## src/rtl/tlb_port_arbiter_pkg.sv

```systemverilog
// Shared types and constants for the TLB lookup-port arbiter.
package tlb_port_arbiter_pkg;

    typedef enum logic [1:0] {
        ST_IDLE = 2'b00,
        ST_LKUP = 2'b01,
        ST_RESP = 2'b10
    } arb_state_e;

    typedef enum logic {
        REQ_F = 1'b0,
        REQ_M = 1'b1
    } req_id_e;

    localparam int unsigned PF_W_DEFAULT = 20;

    // Bit positions of the exception flags inside IE_type.
    localparam int unsigned IE_PROT_BIT = 0;
    localparam int unsigned IE_PF_BIT   = 1;

    function automatic logic [1:0] ie_bits(input logic miss, input logic prot);
        logic [1:0] v;
        v              = '0;
        v[IE_PROT_BIT] = prot;
        v[IE_PF_BIT]   = miss;
        return v;
    endfunction

endpackage

```

## src/rtl/tlb_arb_age_ctr.sv

```systemverilog
// Saturating starvation counter: counts fetch arbitration losses up to LIM.
module tlb_arb_age_ctr #(
    parameter int unsigned LIM = 3
) (
    input  logic clk_i,
    input  logic rst_ni,
    input  logic inc_i,
    input  logic clr_i,
    output logic at_lim_o
);

    localparam logic [2:0] LIM_V = 3'(LIM);

    logic [2:0] cnt_q, cnt_d;

    always_comb begin
        cnt_d = cnt_q;
        if (clr_i) begin
            cnt_d = '0;
        end else if (inc_i && (cnt_q != LIM_V)) begin
            cnt_d = cnt_q + 3'd1;
        end
    end

    always_ff @(posedge clk_i or negedge rst_ni) begin
        if (!rst_ni) begin
            cnt_q <= '0;
        end else begin
            cnt_q <= cnt_d;
        end
    end

    assign at_lim_o = (cnt_q == LIM_V);

endmodule

```

## src/rtl/tlb_port_arbiter.sv

```systemverilog
// Shares the single TLB lookup port between fetch (F) and MEM (M), one
// lookup per two cycles, M priority with a starvation override for F.
module tlb_port_arbiter
    import tlb_port_arbiter_pkg::*;
#(
    parameter int unsigned STARVE_LIM = 3,
    parameter int unsigned PF_W       = PF_W_DEFAULT
) (
    input  logic            clk_i,
    input  logic            rst_ni,
    input  logic            flush_i,
    input  logic            f_req_i,
    input  logic [31:0]     f_vaddr_i,
    input  logic            m_req_i,
    input  logic [31:0]     m_vaddr_i,
    input  logic            m_rw_i,
    output logic            f_done_o,
    output logic            m_done_o,
    output logic [PF_W-1:0] pf_out_o,
    output logic            miss_out_o,
    output logic            prot_out_o,
    output logic            busy_o,
    output logic [31:0]     tlb_addr_o,
    output logic            tlb_rw_o,
    input  logic [PF_W-1:0] tlb_pf_i,
    input  logic            tlb_hit_i,
    input  logic            tlb_miss_i,
    input  logic            tlb_prot_i
);

    arb_state_e      state_q, state_d;
    req_id_e         win_q, win_d;
    logic [31:0]     addr_q, addr_d;
    logic            rw_q, rw_d;
    logic [PF_W-1:0] pf_q, pf_d;
    logic            miss_q, miss_d;
    logic            prot_q, prot_d;

    logic any_req, grant_f, arb_en, at_lim;
    logic age_inc, age_clr;

    assign any_req = f_req_i | m_req_i;
    assign grant_f = f_req_i & (~m_req_i | at_lim);

    always_comb begin
        state_d = state_q;
        win_d   = win_q;
        addr_d  = addr_q;
        rw_d    = rw_q;
        pf_d    = pf_q;
        miss_d  = miss_q;
        prot_d  = prot_q;
        arb_en  = 1'b0;

        unique case (state_q)
            ST_IDLE: begin
                if (any_req && !flush_i) begin
                    arb_en  = 1'b1;
                    state_d = ST_LKUP;
                end
            end
            ST_LKUP: begin
                if (flush_i) begin
                    state_d = ST_IDLE;
                end else begin
                    // An illegal hit+miss pair reports the miss; the frame is kept regardless.
                    pf_d    = tlb_pf_i;
                    miss_d  = tlb_miss_i | (tlb_hit_i & tlb_miss_i);
                    prot_d  = tlb_prot_i;
                    state_d = ST_RESP;
                end
            end
            ST_RESP: begin
                if (any_req && !flush_i) begin
                    arb_en  = 1'b1;
                    state_d = ST_LKUP;
                end else begin
                    state_d = ST_IDLE;
                end
            end
            default: state_d = ST_IDLE;
        endcase

        if (arb_en) begin
            win_d  = grant_f ? REQ_F : REQ_M;
            addr_d = grant_f ? f_vaddr_i : m_vaddr_i;
            rw_d   = grant_f ? 1'b0 : m_rw_i;
        end
    end

    always_ff @(posedge clk_i or negedge rst_ni) begin
        if (!rst_ni) begin
            state_q <= ST_IDLE;
            win_q   <= REQ_F;
            addr_q  <= '0;
            rw_q    <= 1'b0;
            pf_q    <= '0;
            miss_q  <= 1'b0;
            prot_q  <= 1'b0;
        end else begin
            state_q <= state_d;
            win_q   <= win_d;
            addr_q  <= addr_d;
            rw_q    <= rw_d;
            pf_q    <= pf_d;
            miss_q  <= miss_d;
            prot_q  <= prot_d;
        end
    end

    assign age_inc = arb_en & f_req_i & ~grant_f;
    assign age_clr = arb_en & (grant_f | ~f_req_i);

    tlb_arb_age_ctr #(
        .LIM(STARVE_LIM)
    ) u_age (
        .clk_i   (clk_i),
        .rst_ni  (rst_ni),
        .inc_i   (age_inc),
        .clr_i   (age_clr),
        .at_lim_o(at_lim)
    );

    assign f_done_o   = (state_q == ST_RESP) && !flush_i && (win_q == REQ_F);
    assign m_done_o   = (state_q == ST_RESP) && !flush_i && (win_q == REQ_M);
    assign busy_o     = (state_q != ST_IDLE);
    assign tlb_addr_o = addr_q;
    assign tlb_rw_o   = rw_q;
    assign pf_out_o   = pf_q;
    assign miss_out_o = miss_q;
    assign prot_out_o = prot_q;

endmodule

```

## config.mk

```make
export PLATFORM = sky130hd
export DESIGN_NAME = tlb_port_arbiter
export DESIGN_NICKNAME = d
export VERILOG_FILES = /design/src/rtl/tlb_port_arbiter_pkg.sv /design/src/rtl/tlb_arb_age_ctr.sv /design/src/rtl/tlb_port_arbiter.sv
export SDC_FILE = /design/constraint.sdc
export NUM_CORES = 1
export LEC_CHECK = 0
export BUFFER_PORTS_ARGS = -buffer_cell sky130_fd_sc_hd__clkbuf_2
export CORE_MARGIN = 2
export CORE_UTILIZATION = 49
export DETAILED_ROUTE_END_ITERATION = 8
export PLACE_DENSITY = 0.85
export RECOVER_POWER = 100
export REMOVE_ABC_BUFFERS = 1
export SYNTH_ARGS = -nofsm -noshare
export SYNTH_HDL_FRONTEND = slang
export SYNTH_HIERARCHICAL = 1
export SYNTH_SLANG_ARGS = --single-unit
```

## constraint.sdc

```tcl
create_clock -name clk_i -period 3.85 [get_ports clk_i]
set_clock_uncertainty 0.2 [all_clocks]
set_input_delay 0 -clock clk_i [delete_from_list [all_inputs] [get_ports clk_i]]
set_output_delay 0 -clock clk_i [all_outputs]
set_load 0.03 [all_outputs]
```

======== After elaboration in Yosys (flattened, before gate mapping) ========
Index checks and enable logic that the tools add are counted.
operators by class
  $add $sub $neg .......................... 1
  equality and inequality tests ........... 5
  muxes and demuxes ....................... 11
  bitwise logic cells ..................... 14
  reduce and logical (&&, ||, !) cells .... 11
operators with widths
  cell                                                   number
  two-way mux 32 bit                                     1
  two-way mux 3 bit                                      2
  one-hot mux 2 bit (3 select lines)                     1
  bitwise AND 1 bit                                      5
  logical AND 1 bit                                      5
  two-way mux 1 bit                                      5
  inverter 1 bit                                         5
  two-way mux 2 bit                                      2
  OR 1 bit                                               4
  nonzero test 2 bit                                     2
  adder 3 x 1 -> 3 bit, second input constant            1
  equality test 3 x 2 -> 1 bit, second input constant    1
  inequality test 3 x 2 -> 1 bit, second input constant  1
  equality test 2 x 1 -> 1 bit, second input constant    1
  equality test 2 bit, second input constant             1
  logical NOT 2 bit                                      1
  inequality test 2 bit, second input constant           1
  AND reduction 2 bit                                    1
  OR reduction 2 bit                                     1
  logical NOT 1 bit                                      1
storage, ports and cells
  bits in registers ....................... 61
  input port bits ......................... 93
  output and inout port bits .............. 58
  logic and storage cells ................. 50

======== Longest topological paths before layout ========
  depth after elaboration ................. 9
  mapped depth ............................ 8
  gate-level depth less buffers ........... 6

======== Modules after synthesis ========
The synthesis kept the hierarchy.
modules (own cells, without submodules)
  module            times used  cells an instance  area an instance (um^2)  seq. area each (um^2)
  tlb_port_arbiter  1           253                2821.5                   1451.4
  tlb_arb_age_ctr   1           15                 177.7                    75.1

======== Least setup slack after synthesis ========
OpenSTA, ideal clock, no wires.
  path kind ............................... register to register
  start ................................... reg u_age.cnt_q[0]
  end ..................................... reg u_age.cnt_q[0]
  library setup time ...................... 0.128 ns
  arrival time ............................ 2.037 ns
  required time ........................... 3.522 ns
  slack ................................... 1.485 ns
  stages on the path, launching flop included .. 8
  cells stage by stage .................... dfrtp_1 -> ha_1 -> ha_1 -> nor2b_1 -> clkbuf_1 -> and3_1 -> nor2b_1 -> mux2_1
on the way
  word-level cells in the longest chain between the ends .. 7
RTL lines
  item                          line                     source
  from (decl)                   tlb_arb_age_ctr.sv:14    logic [2:0] cnt_q, cnt_d;
  from (signal assigned)        tlb_arb_age_ctr.sv:29    cnt_q <= cnt_d;
  equality test 3 x 2 -> 1 bit  tlb_arb_age_ctr.sv:33    assign at_lim_o = (cnt_q == LIM_V);
  via at_lim                    tlb_port_arbiter.sv:39   logic any_req, grant_f, arb_en, at_lim;
  OR 1 bit                      tlb_port_arbiter.sv:43   assign grant_f = f_req_i & (~m_req_i | at_lim);
  bitwise AND 1 bit             tlb_port_arbiter.sv:43
  inverter 1 bit                tlb_port_arbiter.sv:111  assign age_inc = arb_en & f_req_i & ~grant_f;
  bitwise AND 1 bit             tlb_port_arbiter.sv:111
  via age_inc                   tlb_port_arbiter.sv:40   logic age_inc, age_clr;
  logical AND 1 bit             tlb_arb_age_ctr.sv:20    end else if (inc_i && (cnt_q != LIM_V)) begin
  nonzero test 2 bit (no line)  --
The timed path passes the listed nets, and every way through them passes these cells. The select of a mux whose other input is x is not followed.
A chain may end at the register's enable or synchronous reset.

======== Final worst setup path ========
  start ................................... reg state_q[0]
  end ..................................... reg addr_q[0], in the netlist tlb_addr_o[0]
on the way
  word-level cells in the longest chain between the ends .. 3
RTL lines
  item                                                             line                     source
  from (decl)                                                      tlb_port_arbiter.sv:31   arb_state_e state_q, state_d;
  from (signal assigned)                                           tlb_port_arbiter.sv:101  state_q <= state_d;
  equality test 2 bit / logical NOT 2 bit (equally long branches)  tlb_port_arbiter.sv:55   unique case (state_q)
  OR reduction 2 bit (no line) (*)                                 --
  two-way mux 1 bit (*)                                            --
  to (signal assigned)                                             tlb_port_arbiter.sv:103  addr_q <= addr_d;
  to (decl)                                                        tlb_port_arbiter.sv:33   logic [31:0] addr_q, addr_d;
Every way passes the cells marked *; elsewhere a longest branch is shown, timed or not.

==> metrics.txt <==
PD cells=492 nW/µm²; post_cts resized=0; core area=5920 µm²; Post-synth ARST share=1.00; Final Instance Count excl. Fillers=577; Slew Viols, Final=37; Clock Sinks=61; synthesized flop and latch total=61; Max Clock Freq=315 MHz; Compound-Gate Fraction of Synth Area=0.246; Synth Area in Adders=0.00834; syn_area_per_cell=11.2 µm²; Peak VDD IR=0.000288 V; xor/xnor share of the synthesized area=0; CTS tree=built; critical path fanouts, max=36; PortBufs=149; sequential cell area=1530 µm²; Internal=1.50 mW; number of synthesized flops with an enable pin=0; antenna diode count=0; global routing's busiest layer=met2; WL per Instance=18.8 µm; drt drc=0; Cells after DPL=472; Crit path required time=3.92 ns; CTS clock-pin slew for the worst setup and hold paths=0.08 ns; CP Cell Sequence=nor2_1 > clkbuf_1 > a21oi_1 > a31oi_2 > dlygate4sd3_1; Clock Power Share=0.294; post-CTS setup buffer count=0; Die Wd=82.2 µm; combinational power share=0.345; hold_ws=0.0571 ns; sequential power share=0.361; Buf/Inv on CP=2; CP max stage delay=1.23 ns; cells after synthesis=268; worst min-delay path category=in -> reg; first-pass GRT wire length=16,200 µm; CTS H-tree depth=3; crit path DAT=3.24 ns; largest family of logic cells by synthesized area=compound AO/OA/AOI/OAI gates; delay-heaviest family, CP=buffers and inverters; Worst-Margin Slew=1.67 ns; post-synthesis cell area=3000 µm²; CTS buffer count=9; Top Ports=151; Slew HR=-0.113; vias in the first global route=3,294; status=finished, violations left; Tot Pwr=2.36 mW; max-cap violations=1; Sw Pwr=0.858 mW; slowest cell on the critical path=clkbuf_1; Final Util=0.808; mux share of post-synthesis cell area=0.0897; Final Wtd Congestion=0.695; final hold vios=0; Layout Area Growth over Synthesis=59.6%; CP startpoint kind=flop; sw frac=0.364; met3 Use GR=0.0739; final worst path period need=3.18 ns; worst skew pair latency=0.34 ns; Iter 0 DRT Violations=256; largest net degree at the start of global routing=62; failing checks=capacitance limit, slew limit; First-pass DRT Iterations=8; grt ovf=0; Die Span Y=82.2 µm; final setup violation count=0; count leader, synth=dfrtp_1; mean number of vias per cell=5.60; synth top area cells=dfrtp_1 (51%), a31oi_2 (12%), mux2_1 (8.6%); M1 GR Usage=0.368; Final Cycle Share=0.825; final WL=10,800 µm; unrepaired setup endpoints after global routing=no; Post-synth top cells=dfrtp_1 (61), a21oi_1 (33), o21ai_0 (33); share of Yosys cell area claimed by the top area cell type=0.509; DRT antenna net count=0; DR vias=3,234; fin nets=592; total track usage=0.323; Crit. End Element=flop; Syn. warnings=6; CTS max path bufs=2; leakage power=2.01 nW; initial antenna violation count=0; Simple-Gate Fraction of Synth Area=0.0935; # rows=28; setup tns final=0 ns; Netlist cell types=30; Hold Buf Count CTS=89; Worst Path Class, Setup=reg -> reg; multi-input logic area=1310 µm²; main flop type after synthesis=dfrtp_1; area of the die=6760 µm²; largest area contributor in the netlist=dfrtp_1; hpwl dp=5390 µm; fillcell total=380; starting density of the core=0.507; clock root cell=clkbuf_8; met2 usage=0.574; register area share after synthesis=0.509; share of cells above drive strength 1=0.291
placed cells by master, fill, tap and decap left out, types with 2 or more instances in the layout:
master,count
a21oi_1,33
a31oi_1,4
a31oi_2,29
and3_1,2
buf_4,4
bufinv_16,3
clkbuf_1,60
clkbuf_2,93
clkbuf_8,9
dfrtp_1,61
dlygate4sd3_1,89
ha_1,2
inv_1,2
mux2_1,23
nand3_1,32
nor2_1,3
nor2b_1,2
o21ai_0,34
cell families (layout without fill, tap and decap cells):
logic type      after synthesis  count (layout)
fa+ha+maj                     2               2
buf+inv                      30             264
compound gates              102             102
flops                        61              61
mux                          24              24
simple gates                 49              49
worst reg2reg max path, delay by kind of cell (launching register included):
family                 cells  cell delay, ns
AOI/OAI and AO/OA          2            0.50
buffers and inverters      2            1.85
DFF                        1            0.41
and+or+nand+nor            1            0.15
metrics by stage:
| step | worst slack (ns) | cell area, µm² |
|---|---|---|
| 2_1_floorplan | 0.588 | 2850 |
| 3_3_place_gp | 1.47 | 3750 |
| 3_5_place_dp | 1.43 | 3750 |
| 4_1_cts | 1.12 | 4880 |
| 5_1_grt | 0.589 | 4790 |
| 6_report | 0.674 | 4790 |
registers in the layout (all words and copies together) (netlist names):
register and cells:
tlb_addr_o 32, pf_out_o 20, u_age/cnt_q 3, state_q 2, miss_out_o 1, prot_out_o 1, tlb_rw_o 1, win_q 1
path summary, 6_finish.rpt:
check,start,to,slack (ns),cells past startpoint
hold / removal,f_req_i,win_q,0.06,3
hold reg to reg,pf_out_o[0],pf_out_o[0],0.30,1
setup reg to reg,state_q[0],tlb_addr_o[0],0.67,5
min in group asynchronous,rst_ni,pf_out_o[18],0.45,3
setup / recovery,state_q[0],tlb_addr_o[0],0.67,5
max in group asynchronous,rst_ni,tlb_addr_o[29],2.10,3
per-layer routing:
| metal | wire length (µm) | part of all wire |
|---|---|---|
| met5 | 0 | 0 |
| met3 | 925 | 0.085 |
| met4 | 276 | 0.025 |
| met2 | 5460 | 0.50 |
| met1 | 4170 | 0.38 |
power by group through the flow:
stage | Clock [mW] | Sequential [mW] | Combinational [mW]
6_report | 0.692 | 0.851 | 0.812
5_1_grt | 0.727 | 0.860 | 0.863
4_1_cts | 0.695 | 0.838 | 0.815
3_3_place_gp | 0 | 0.838 | 0.670
2_1_floorplan | 0 | 1.08 | 0.194
3_5_place_dp | 0 | 0.848 | 0.684
final cells by class:
class	count	area share
clock buffer	10	0.0267
tap	75	0.0196
sequential	61	0.319
timing repair buffer	245	0.336
multi-input combinational	177	0.273
inverter	3	0.00235
clock inverter	6	0.0233
Power figures use the tool's default switching activity.
